### config.mk
export PLATFORM = sky130hd
export DESIGN_NAME = inst_fetch
export DESIGN_NICKNAME = d
export VERILOG_FILES = /design/src/rtl/inst_fetch_pkg.sv /design/src/rtl/inst_fetch_buffer.sv /design/src/rtl/inst_fetch.sv
export SDC_FILE = /design/constraint.sdc
export NUM_CORES = 1
export LEC_CHECK = 0
export ABC_AREA = 1
export CAP_MARGIN = 20
export CORE_AREA = 5 5 188 172
export CTS_BUF_LIST = sky130_fd_sc_hd__clkbuf_16
export DETAILED_ROUTE_END_ITERATION = 16
export DIE_AREA = 0 0 193 177
export GPL_ROUTABILITY_DRIVEN = 0
export PLACE_DENSITY = 0.52
export SYNTH_ARGS = -nofsm -noshare
export SYNTH_HDL_FRONTEND = slang
export SYNTH_SLANG_ARGS = --single-unit
export TNS_END_PERCENT = 1
### constraint.sdc
create_clock -name clk -period 5.2 [get_ports clk]
set_clock_uncertainty 0.2 [all_clocks]
set_input_delay 0.52 -clock clk [delete_from_list [all_inputs] [get_ports clk]]
set_output_delay 0.52 -clock clk [all_outputs]
set_load 0.02 [all_outputs]
### src/rtl/inst_fetch_pkg.sv
// Shared fetch-path definitions: bus widths, default boot PC and the buffer entry layout.
package inst_fetch_pkg;
  localparam int InstAddrBus = 32;
  localparam int InstBus     = 32;
  localparam logic [InstAddrBus-1:0] ResetPC = 32'h1c000000;

  typedef struct packed {
    logic [InstAddrBus-1:0] pc;
    logic [InstBus-1:0]     inst;
  } fetch_entry_t;
endpackage

### src/rtl/inst_fetch_buffer.sv
// Small {pc,inst} FIFO between the fetch FSM and decode; flush empties it in one edge.
module fetch_buffer
  import inst_fetch_pkg::*;
#(
  parameter int DEPTH = 2
) (
  input  logic         clk,
  input  logic         rst,
  input  logic         i_flush,
  input  logic         i_push,
  input  logic         i_pop,
  input  fetch_entry_t i_entry,
  output fetch_entry_t o_head,
  output logic         o_full,
  output logic         o_empty
);
  localparam int PW = (DEPTH > 1) ? $clog2(DEPTH) : 1;
  localparam int CW = $clog2(DEPTH + 1);

  fetch_entry_t   r_mem [DEPTH];
  logic [PW-1:0]  r_wr_ptr, r_rd_ptr;
  logic [CW-1:0]  r_count;
  logic           w_do_push, w_do_pop;

  assign o_full    = (r_count == CW'(DEPTH));
  assign o_empty   = (r_count == '0);
  assign o_head    = r_mem[r_rd_ptr];
  assign w_do_pop  = i_pop && !o_empty;
  // A push into a full buffer is only legal when the head leaves the same cycle.
  assign w_do_push = i_push && (!o_full || w_do_pop);

  function automatic logic [PW-1:0] ptr_inc(input logic [PW-1:0] p);
    return (p == PW'(DEPTH - 1)) ? '0 : p + PW'(1);
  endfunction

  always_ff @(posedge clk) begin
    if (rst || i_flush) begin
      r_wr_ptr <= '0;
      r_rd_ptr <= '0;
      r_count  <= '0;
    end else begin
      if (w_do_push) begin
        r_mem[r_wr_ptr] <= i_entry;
        r_wr_ptr        <= ptr_inc(r_wr_ptr);
      end
      if (w_do_pop)
        r_rd_ptr <= ptr_inc(r_rd_ptr);
      case ({w_do_push, w_do_pop})
        2'b10:   r_count <= r_count + CW'(1);
        2'b01:   r_count <= r_count - CW'(1);
        default: r_count <= r_count;
      endcase
    end
  end
endmodule

### src/rtl/inst_fetch.sv
// Instruction fetch: single-outstanding memory request FSM feeding a 2-entry decode buffer.
module inst_fetch
  import inst_fetch_pkg::*;
#(
  parameter logic [InstAddrBus-1:0] RESET_PC  = ResetPC,
  parameter int                     BUF_DEPTH = 2
) (
  input  logic                   clk,
  input  logic                   rst,
  input  logic                   stall_i,
  input  logic                   branch_flag_i,
  input  logic [InstAddrBus-1:0] branch_target_i,
  output logic                   inst_req_o,
  output logic [InstAddrBus-1:0] inst_addr_o,
  input  logic                   inst_ack_i,
  input  logic [InstBus-1:0]     inst_data_i,
  output logic [InstAddrBus-1:0] pc_o,
  output logic [InstBus-1:0]     inst_o,
  output logic                   inst_valid_o
);
  localparam logic [1:0] S_IDLE = 2'd0;
  localparam logic [1:0] S_WAIT = 2'd1;
  localparam logic [1:0] S_DROP = 2'd2;

  logic [1:0]             r_state;
  logic [InstAddrBus-1:0] r_fetch_pc;
  logic [InstAddrBus-1:0] r_req_addr;

  logic         w_full, w_empty, w_pop, w_issue, w_ack, w_push;
  fetch_entry_t w_head, w_entry;

  assign inst_valid_o = !rst && !w_empty;
  assign pc_o         = inst_valid_o ? w_head.pc   : '0;
  assign inst_o       = inst_valid_o ? w_head.inst : '0;
  assign w_pop        = inst_valid_o && !stall_i;

  // New request only from IDLE, never in a redirect cycle, and only if the
  // buffer has room once this cycle's pop is counted.
  assign w_issue     = !rst && (r_state == S_IDLE) && !branch_flag_i && (!w_full || w_pop);
  assign inst_req_o  = w_issue || (!rst && (r_state != S_IDLE));
  assign inst_addr_o = rst ? RESET_PC : ((r_state == S_IDLE) ? r_fetch_pc : r_req_addr);

  assign w_ack   = inst_req_o && inst_ack_i;
  assign w_push  = w_ack && !branch_flag_i && (r_state != S_DROP);
  assign w_entry = '{pc: inst_addr_o, inst: inst_data_i};

  fetch_buffer #(.DEPTH(BUF_DEPTH)) u_buf (
    .clk     (clk),
    .rst     (rst),
    .i_flush (branch_flag_i),
    .i_push  (w_push),
    .i_pop   (w_pop),
    .i_entry (w_entry),
    .o_head  (w_head),
    .o_full  (w_full),
    .o_empty (w_empty)
  );

  always_ff @(posedge clk) begin
    if (rst) begin
      r_state    <= S_IDLE;
      r_fetch_pc <= RESET_PC;
      r_req_addr <= RESET_PC;
    end else begin
      if (branch_flag_i)
        r_fetch_pc <= branch_target_i;
      else if (w_push)
        r_fetch_pc <= r_fetch_pc + 32'd4;

      if (w_issue)
        r_req_addr <= r_fetch_pc;

      case (r_state)
        S_IDLE:  if (w_issue && !inst_ack_i) r_state <= S_WAIT;
        S_WAIT:  if (w_ack) r_state <= S_IDLE;
                 else if (branch_flag_i) r_state <= S_DROP;
        // Redirects here only retarget fetch_pc; the stale response still has to drain.
        S_DROP:  if (w_ack) r_state <= S_IDLE;
        default: r_state <= S_IDLE;
      endcase
    end
  end
endmodule
==> results of run 1 <==
==> routing by layer <==
metal  GRT usage  wire, um
met5           0        13
met2       0.224     11100
met1       0.220     12500
met3      0.0302      1410
met4      0.0263       133
==> synthesized netlist by cell type (all sizes together) (2+ instances only) <==
| cell | number |
|---|---|
| clkbuf | 28 |
| or2 | 4 |
| nand3 | 34 |
| mux2 | 64 |
| inv | 116 |
| nand4 | 7 |
| ha | 2 |
| xor2 | 12 |
| a21oi | 72 |
| dfxtp | 71 |
| edfxtp | 128 |
| nand2 | 194 |
| o21ai | 96 |
| nor3 | 8 |
| buf | 19 |
| nor2 | 114 |
==> final cells by class <==
cell class | instances | area, sq um
fill | 3046 | 18400
multi-input combinational | 611 | 3290
timing repair buffer | 175 | 1790
clock buffer | 17 | 425
inverter | 116 | 445
tap | 409 | 512
clock inverter | 15 | 148
sequential | 199 | 5270
==> power by group <==
part           internal, mW  total, mW  switching, mW  leakage, nW
clock                 0.672       1.29          0.619        0.273
sequential             1.73       1.77         0.0421         1.79
combinational         0.148      0.354          0.206         2.58
==> worst max-delay path by stage <==
stage | end | depth (start not counted) | slack, ps | from
final | inst_addr_o[4] | 6 | 1110 | rst
after global routing | inst_addr_o[8] | 6 | 890 | rst
after CTS | inst_addr_o[4] | 6 | 1110 | rst
after detailed placement | inst_addr_o[4] | 6 | 1110 | rst
after global placement | inst_addr_o[4] | 6 | 1190 | rst
after floorplan | u_buf.r_mem[0][0] | 10 | 350 | branch_flag_i
==> registers in the layout, indices dropped and copies added, names as in the netlist, named ones only <==
register / flops
r_state: 2
u_buf.r_mem: 128
r_req_addr: 32
u_buf.r_count: 2
u_buf.r_rd_ptr: 1
r_fetch_pc: 32
u_buf.r_wr_ptr: 1
==> worst max-delay path: stages <==
cell             delay (ps)
clkdlybuf4s50_1         730
inv_2                   390
buf_4                   510
o21ai_0                 170
a21oi_1                 340
clkdlybuf4s50_1         680
==> logic make-up after synthesis <==
logic type / after synthesis / synth area share
buf+inv: 163 / 0.0729
xor+xnor: 12 / 0.0114
mux: 64 / 0.0783
simple gates: 363 / 0.168
fa+ha+maj: 2 / 0.00272
flops: 199 / 0.572
compound gates: 170 / 0.0948
==> metrics by stage <==
| stage | cells | util |
|---|---|---|
| floorplan | 973 | - |
| CTS | 1541 | 0.391 |
| detailed placement | 1509 | 0.372 |
| global route | 1542 | 0.392 |
| global placement | 1509 | 0.372 |
| finish | 1542 | 0.392 |
==> summary.txt, run 1 <==
Clock tree
  – CTS hold repair buffers: 0
  – Clock Latency Late Sink: 440 ps
  – CTS Root Cell: clkbuf_16
  – Clk slew on worst S/H paths: 70 ps
  – Clk sinks: 199
  – H-tree depth: 4
  – Clk buf depth: 2
  – CTS tree: done
  – Post-CTS Resized: 0
  – Post-CTS Setup Bufs: 0
  – CTS buffer count: 17

Critical path
  – Crit. End Element: primary output
  – R2r setup slk: 2220 ps
  – Critical path class: in -> out
  – Worst setup SP type: input pin
  – Reg2Reg Depth: 10
  – Reg2Reg Launch Point: r_state[0]
  – Crit path DAT: 3370 ps
  – WP data required: 4480 ps
  – Reg-to-Reg End: u_buf.r_mem[1][52]
  – CP max FO: 64

Placed design
  – Buffers added on ports: 166
  – Pre-CTS setup slack: 1110 ps
  – Placed Area: 11,300 sq um
  – Post-DP HPWL: 17,800 um

Hold path
  – Hold depth: 2
  – Min-Delay Endpoint: r_req_addr[27]
  – HP Start: r_req_addr[27]
  – HP Class: reg -> reg

Synthesis
  – Yosys reg bits: 199
  – Predominant post-synthesis flop cell: edfxtp_1
  – Register area share after synthesis: 0.572
  – Post-Synthesis Cells: 973
  – Async S/R FF share, synth: 0
  – Syn Nets: 1,044
  – Largest area contributor in the netlist: edfxtp_1
  – Post-synthesis cell area: 9200 sq um
  – Syn Area/Cell: 9.46 sq um
  – Synth top area share: 0.418
  – Synth warnings: 0
  – Largest cells by area after synthesis: edfxtp_1 42%, dfxtp_1 15%, mux2_2 7.8%
  – Post-synth EDFFs: 128
  – Synth unique cells: 36

Drt
  – Drt first pass iters: 5
  – Final wirelength: 25,200 um
  – DR vias: 7,013
  – DRC: 0
  – Initial DRC count: 499
  – Routed length per instance: 16.3 um
  – Vias per cell: 4.55
  – Remaining antenna violation count: 0

STA
  – RSZ-0062 raised after global routing: no
  – Setup TNS: 0 ps
  – Final hold violation count: 0
  – Final Cycle Share: 0.787
  – # setup viols final: 0
  – Worst Tran Pin Value: 950 ps
  – Slew Limit Fails: 0
  – Slew HR: 0.367
  – Final worst slack: 1110 ps
  – Worst Hold Margin: 272 ps
  – Min Tclk post-route: 4090 ps
  – Maximum clock frequency: 0.244 GHz

Floorplan
  – # IOs: 167
  – Chip height: 177 um
  – CORE AREA: 30,300 sq um
  – Total die area: 34,200 sq um
  – Die W: 193 um
  – Row count: 61
  – Initial Utilization: 0.304

Global routing
  – Gr ovfl total: 0
  – Initial antenna violation count: 1
  – First-pass GRT wire length: 38,900 um
  – Gr usage total: 0.147
  – Vias in the first global route: 6,750
  – Largest net degree at the start of global routing: 65

Layout
  – Most common cell after layout, fill and taps aside: nand2_1
  – Layout net count: 1,191
  – Area Growth Syn to Fin: 29.0%
  – Fin area: 11,900 sq um
  – Fraction of layout cells with a size suffix above 1: 0.117
  – Most frequent cells in the layout: 189 x nand2_1, 166 x clkdlybuf4s50_1, 128 x edfxtp_1, 111 x nor2_1, 109 x inv_1
  – Antenna cells: 0

Run status
  – Status: finished, final reports clean

Power and ir drop
  – Pwr Total: 3.42 mW
  – Worst IR Drop VDD: 0.000241 V
  – PD cells: 288 nW/um^2
  – Leak: 4.64 nW

Job
  – Max-cap viol count: 0
Power figures use the tool's default switching activity.
==> run 2, diff against run 1 <==
--- a/config.mk
+++ b/config.mk
@@ -12,7 +12,7 @@
 export DETAILED_ROUTE_END_ITERATION = 16
 export DIE_AREA = 0 0 193 177
 export GPL_ROUTABILITY_DRIVEN = 0
-export PLACE_DENSITY = 0.52
+export PLACE_DENSITY = 0.54
 export SYNTH_ARGS = -nofsm -noshare
 export SYNTH_HDL_FRONTEND = slang
 export SYNTH_SLANG_ARGS = --single-unit
==> constraint.sdc (replaced) <==
create_clock -name clk -period 3.3 [get_ports clk]
set_clock_uncertainty 0.2 [all_clocks]
set_input_delay 0.33 -clock clk [delete_from_list [all_inputs] [get_ports clk]]
set_output_delay 0.33 -clock clk [all_outputs]
set_load 0.02 [all_outputs]
==> run 2 against run 1 <==
Effect of this change: clock-buffer cell count stayed put; core utilization rose by 0.71 points; global-route usage down 0.067 points; register-to-register slack worse by 1400 ps; critical path depth is the same; via count is 0.21% higher; die area did not move; sequential power grew 58%; total power up 58%; first-iteration DRC count increased by 11%; worst setup slack worse by 950 ps; routed wire length shrank 0.35%; largest cell class unchanged; largest power group unchanged.
==> summary.txt, run 2 (same netlist as run 1, synthesis figures left out) <==
Run status
  – Status: finished, final reports clean

Global routing
  – Gr ovfl total: 0 (unchanged)
  – First-pass GRT wire length: 38,700 um (-0.62%)
  – Met3 Use GR: 0.0308 (+0.000592)
  – Most Used Layer, Global Route: met2
  – Gr usage total: 0.147 (-0.000671)
  – Met2 GRT Util: 0.226 (+0.00190)
  – Met1 usage: 0.213 (-0.00678)
  – Vias in the first global route: 6,819 (+1.0%)
  – Initial antenna violation count: 0 (-1)
  – Largest net degree at the start of global routing: 75 (+15%)

Drt
  – Drt first pass iters: 5 (unchanged)
  – Initial DRC count: 554 (+11%)
  – Vias per cell: 4.51 (-0.88%)
  – Routed length per instance: 16.1 um (-1.4%)
  – DRC: 0 (unchanged)
  – DR vias: 7,028 (+0.21%)
  – Final wirelength: 25,100 um (-0.35%)
  – Remaining antenna violation count: 0 (unchanged)

STA
  – Worst Tran Pin Value: 675 ps (-275 ps)
  – Final hold violation count: 0 (unchanged)
  – Min Tclk post-route: 3150 ps
  – # setup viols final: 0 (unchanged)
  – Slew Limit Fails: 0 (unchanged)
  – Setup TNS: 0 ps (unchanged)
  – RSZ-0062 raised after global routing: no
  – Slew HR: 0.545 (+0.179)
  – Final Cycle Share: 0.953
  – Final worst slack: 155 ps (-952 ps)
  – Maximum clock frequency: 0.318 GHz

Layout
  – Top Registers: u_buf.r_mem (128), r_fetch_pc (32), r_req_addr (32)
  – Most frequent cells in the layout: 189 x nand2_1, 166 x clkdlybuf4s50_1, 128 x edfxtp_1, 111 x nor2_1, 108 x inv_1
  – Antenna cells: 0 (unchanged)
  – Area Growth Syn to Fin: 31.4%
  – Fin area: 12,100 sq um (+1.8%)
  – Layout net count: 1,209 (+1.5%)
  – # fillers: 2,993 (-1.7%)
  – Most common cell after layout, fill and taps aside: nand2_1
  – Largest register FFs: 128 (unchanged)
  – Register name with the most flops: u_buf.r_mem
  – Fraction of layout cells with a size suffix above 1: 0.135 (+0.0174)
  – Fin util: 0.399 (+0.00714)

Floorplan
  – Chip height: 177 um (unchanged)
  – Die W: 193 um (unchanged)
  – # IOs: 167 (unchanged)
  – Initial Utilization: 0.304 (unchanged)
  – Row count: 61 (unchanged)
  – CORE AREA: 30,300 sq um (unchanged)
  – Total die area: 34,200 sq um (unchanged)

Power and ir drop
  – Worst IR Drop VDD: 0.000335 V (+39%)
  – Leak: 4.75 nW (+2.5%)
  – NetSw: 1.42 mW (+64%)
  – Switching share of power: 0.263 (+0.00915)
  – Clock Power Share: 0.377 (about the same)
  – Logic pwr share: 0.106 (+0.003)
  – PD cells: 447 nW/um^2 (+55%)
  – Pint: 3.98 mW (+56%)
  – Seq pwr share: 0.517 (-0.002)

Placed design
  – Placed Area: 11,500 sq um (+2.0%)
  – Pre-CTS setup slack: 281 ps (-832 ps)
  – Post-DP HPWL: 18,100 um (+1.8%)
  – Buffers added on ports: 166 (unchanged)

Critical path
  – Worst setup SP type: flip-flop
  – Cell family with most CP delay: buffers and inverters
  – Critical path's slowest cell: clkdlybuf4s50_1
  – CP max stage delay: 690 ps (-40 ps)
  – Buf/Inv on CP: 4 (unchanged)
  – CP max FO: 17 (-73%)
  – Crit path cell chain: inv_2 -> nand2_2 -> clkinvlp_4 -> buf_4 -> a21oi_1 -> clkdlybuf4s50_1
  – WP data required: 2770 ps (-1710 ps)
  – Crit. End Element: primary output
  – Crit path DAT: 2620 ps (-750 ps)
  – Critical path class: reg -> out

Clock tree
  – Clk sinks: 199 (unchanged)
  – Clk slew on worst S/H paths: 80 ps (about the same)
  – CTS Root Cell: clkbuf_16
  – CTS tree: done
  – CTS hold repair buffers: 0 (unchanged)
  – Clk buf depth: 2 (unchanged)
  – H-tree depth: 4 (unchanged)
  – Clock Latency Late Sink: 430 ps (about the same)
  – CTS buffer count: 17 (unchanged)

Hold path
  – HP Class: in -> reg

Job
  – Max-cap viol count: 0 (unchanged)
## run 2: worst paths after layout
check	from	end	slack [ps]	cells after the start
setup reg to reg	r_state[0]	u_buf.r_count[1]	780	13
hold reg to reg	r_req_addr[27]	r_req_addr[27]	280	2
hold / removal	inst_data_i[6]	u_buf.r_mem[1][6]	270	1
setup / recovery	r_state[0]	inst_addr_o[5]	150	6
## run 2: power by group through the flow
stage | logic [mW] | registers [mW] | clock network [mW]
floorplan | 0.312 | 2.83 | 0
global placement | 0.573 | 2.84 | 0
detailed placement | 0.579 | 2.85 | 0
CTS | 0.582 | 2.79 | 2.10
global route | 0.634 | 2.80 | 2.20
finish | 0.573 | 2.79 | 2.04
## run 2: what timing repair did
action                                  in CTS  in global routing
buffers inserted                             0                  0
gates resized for setup                      1                  1
endpoints found under the setup margin       5                  1
## run 2: area by class of cell
cell class / instances / area [sq um] / share of cell area
Sequential cell: 199 / 5270 / 0.436
Multi-Input combinational cell: 611 / 3290 / 0.272
Clock inverter: 14 / 153 / 0.0126
Inverter: 116 / 449 / 0.0372
Tap cell: 409 / 512 / 0.0423
Clock buffer: 17 / 425 / 0.0352
Timing Repair Buffer: 193 / 1990 / 0.165
## run 2: per-stage QoR
step | instances | hold WS [ps] | total power, mW
2_1_floorplan | 973 | 229 | 3.14
3_3_place_gp | 1528 | 250 | 3.42
3_5_place_dp | 1528 | 270 | 3.43
4_1_cts | 1559 | 251 | 5.47
5_1_grt | 1559 | 251 | 5.63
6_report | 1559 | 271 | 5.40
## run 2: worst reg2reg max path, delay by kind of cell, from the launching register on
kind | cells | cell delay (ps)
compound gates | 4 | 480
buf+inv | 3 | 380
flops | 1 | 360
simple gates | 5 | 670
fa+ha+maj | 1 | 320
## run 2: metal layers
layer  routed length [um]  vias up
met5                    0        -
li1                     -     3548
met4                  299        0
met2                11000      234
met3                 1510       22
met1                12300     3224
==> run 3, diff against run 2 <==
--- a/config.mk
+++ b/config.mk
@@ -7,10 +7,11 @@
 export LEC_CHECK = 0
 export ABC_AREA = 1
 export CAP_MARGIN = 20
-export CORE_AREA = 5 5 188 172
+export CORE_AREA = 2 2 185 169
 export CTS_BUF_LIST = sky130_fd_sc_hd__clkbuf_16
+export CTS_CLUSTER_SIZE = 30
 export DETAILED_ROUTE_END_ITERATION = 16
-export DIE_AREA = 0 0 193 177
+export DIE_AREA = 0 0 187 171
 export GPL_ROUTABILITY_DRIVEN = 0
 export PLACE_DENSITY = 0.54
 export SYNTH_ARGS = -nofsm -noshare
==> run 3 against run 2 <==
Effect of this change: worst hold slack better by 1.3 ps; routed wire length is 5.1% lower; maximum frequency is 4.2% higher; worst setup slack better by 130 ps; clock-buffer cell count stayed put; total power is 0.59% higher; sequential cell count stayed put; combinational power is 3% lower; register-to-register slack better by 80 ps; global-route usage is 0.31 points higher; cell count is 0.58% lower.
==> summary.txt, run 3 (same netlist as run 1, synthesis figures left out) <==
Critical path
  – Reg2Reg Depth: 13 (unchanged)
  – WP data required: 2770 ps (about the same)
  – CP max FO: 24 (+7)
  – Worst setup SP type: flip-flop
  – Crit. End Element: primary output
  – Critical path class: reg -> out
  – Crit path DAT: 2490 ps (-130 ps)

Placed design
  – DP Cell Count: 1,518 (-0.65%)
  – Post-DP HPWL: 16,400 um (-9.5%)
  – Buffers added on ports: 166 (unchanged)

Clock tree
  – H-tree depth: 4 (unchanged)
  – CTS Root Cell: clkbuf_16
  – Clk slew on worst S/H paths: 80 ps (about the same)
  – CTS hold repair buffers: 0 (unchanged)
  – Clk sinks: 199 (unchanged)
  – CTS tree: done
  – Clk buf depth: 2 (unchanged)
  – Post-CTS Resized: 0 (-1)
  – Clock Latency Late Sink: 430 ps (about the same)
  – Post-CTS Setup Bufs: 0 (unchanged)
  – CTS buffer count: 17 (unchanged)

Layout
  – Layout Cells excl Fill: 1,550 (-0.58%)
  – Largest register FFs: 128 (unchanged)
  – Most common cell after layout, fill and taps aside: nand2_1
  – Area Growth Syn to Fin: 30.0%
  – Fraction of layout cells with a size suffix above 1: 0.125 (-0.00945)
  – Fin util: 0.395 (-0.00413)
  – Register name with the most flops: u_buf.r_mem
  – Register area: 5270 sq um (about the same)
  – Top Registers: u_buf.r_mem (128), r_fetch_pc (32), r_req_addr (32)
  – Most frequent cells in the layout: 189 x nand2_1, 166 x clkdlybuf4s50_1, 128 x edfxtp_1, 111 x nor2_1, 110 x inv_1
  – Antenna cells: 0 (unchanged)
  – Multi-input gate area: 3290 sq um (-0.15%)
  – # fillers: 3,019 (+0.87%)
  – Layout net count: 1,199 (-0.83%)

STA
  – Slew HR: 0.597 (+0.0514)
  – RSZ-0062 raised after global routing: no
  – Final Cycle Share: 0.915 (-0.0384)
  – Final hold violation count: 0 (unchanged)
  – Worst Tran Pin Value: 599 ps (-76.3 ps)
  – Maximum clock frequency: 0.331 GHz (+4.2%)
  – Slew Limit Fails: 0 (unchanged)
  – Min Tclk post-route: 3020 ps (-127 ps)
  – Setup TNS: 0 ps (unchanged)
  – # setup viols final: 0 (unchanged)

Drt
  – Remaining antenna violation count: 0 (unchanged)
  – DRC: 0 (unchanged)
  – Drt first pass iters: 5 (unchanged)
  – Final wirelength: 23,800 um (-5.1%)
  – Vias per cell: 4.49 (-0.31%)
  – DR vias: 6,966 (-0.88%)
  – Initial DRC count: 652 (+18%)
  – Routed length per instance: 15.4 um (-4.5%)

Floorplan
  – Total die area: 32,000 sq um (-6.4%)
  – Chip height: 171 um (-3.4%)
  – CORE AREA: 30,300 sq um (unchanged)
  – Die W: 187 um (-3.1%)
  – Initial Utilization: 0.304 (unchanged)
  – Row count: 61 (unchanged)
  – # IOs: 167 (unchanged)

Job
  – Max-cap viol count: 0 (unchanged)

Global routing
  – Largest net degree at the start of global routing: 76 (+1.3%)
  – Initial antenna violation count: 0 (unchanged)
  – First-pass GRT wire length: 37,200 um (-3.8%)
  – Vias in the first global route: 6,514 (-4.5%)
  – Gr usage total: 0.150 (+0.00314)
  – Gr ovfl total: 0 (unchanged)

Power and ir drop
  – Pwr Total: 5.43 mW (+0.59%)
  – Worst IR Drop VDD: 0.000372 V (+11%)
  – PD cells: 454 nW/um^2 (+1.6%)
  – Leak: 4.69 nW (-1.1%)

Run status
  – Status: finished, final reports clean

Hold path
  – HP Class: reg -> reg
  – Hold depth: 2 (+1)
## run 3: changes by cell type in the layout (fill, tap and decap cells not counted), sizes merged
| cell | delta |
|---|---|
| clkinv | -1 |
| buf | -10 |
| inv | +3 |
| clkinvlp | -1 |
## run 3: metrics by stage
| stage | hold WS (ps) | setup slack (ps) | area (sq um) |
|---|---|---|---|
| finish | 272 | 281 | 12000 |
| global route | 252 | 88.3 | 12000 |
| CTS | 252 | 278 | 12000 |
| detailed placement | 259 | 331 | 11400 |
| global placement | 250 | 359 | 11400 |
| floorplan | 229 | 96.9 | 9210 |
## run 3: cell type report
| cell class | instances | share of cell area |
|---|---|---|
| Clock buffer | 17 | 0.0356 |
| Clock inverter | 15 | 0.0147 |
| Timing Repair Buffer | 183 | 0.155 |
| Inverter | 116 | 0.0372 |
| Tap cell | 409 | 0.0428 |
| Sequential cell | 199 | 0.440 |
| Multi-Input combinational cell | 611 | 0.275 |
## run 3: worst paths after layout
| path | startpoint | end | slack (ps) |
|---|---|---|---|
| max | r_state[1] | inst_addr_o[25] | 280 |
| min reg2reg | r_req_addr[26] | r_req_addr[26] | 270 |
| max reg2reg | r_state[1] | u_buf.r_count[1] | 860 |
| min | r_req_addr[26] | r_req_addr[26] | 270 |
## run 3: critical path, cell delays in order (launching register included)
cell,delay (ps)
dfxtp_1,340
inv_2,80
nand2_2,70
inv_1,150
buf_4,270
o21ai_0,100
a21oi_1,340
clkdlybuf4s50_1,700
## run 3: metal layers
layer / track usage / share of wire / vias up
met2: 0.226 / 0.44 / 205
met1: 0.221 / 0.50 / 3228
met5: 0 / 0 / -
met4: 0.0238 / 0.0041 / 0
met3: 0.0349 / 0.054 / 6
li1: - / - / 3527
## run 3: where the power goes
part           switching (mW)  internal, mW
sequential             0.0638          2.73
combinational           0.320         0.237
clock                    1.06          1.03
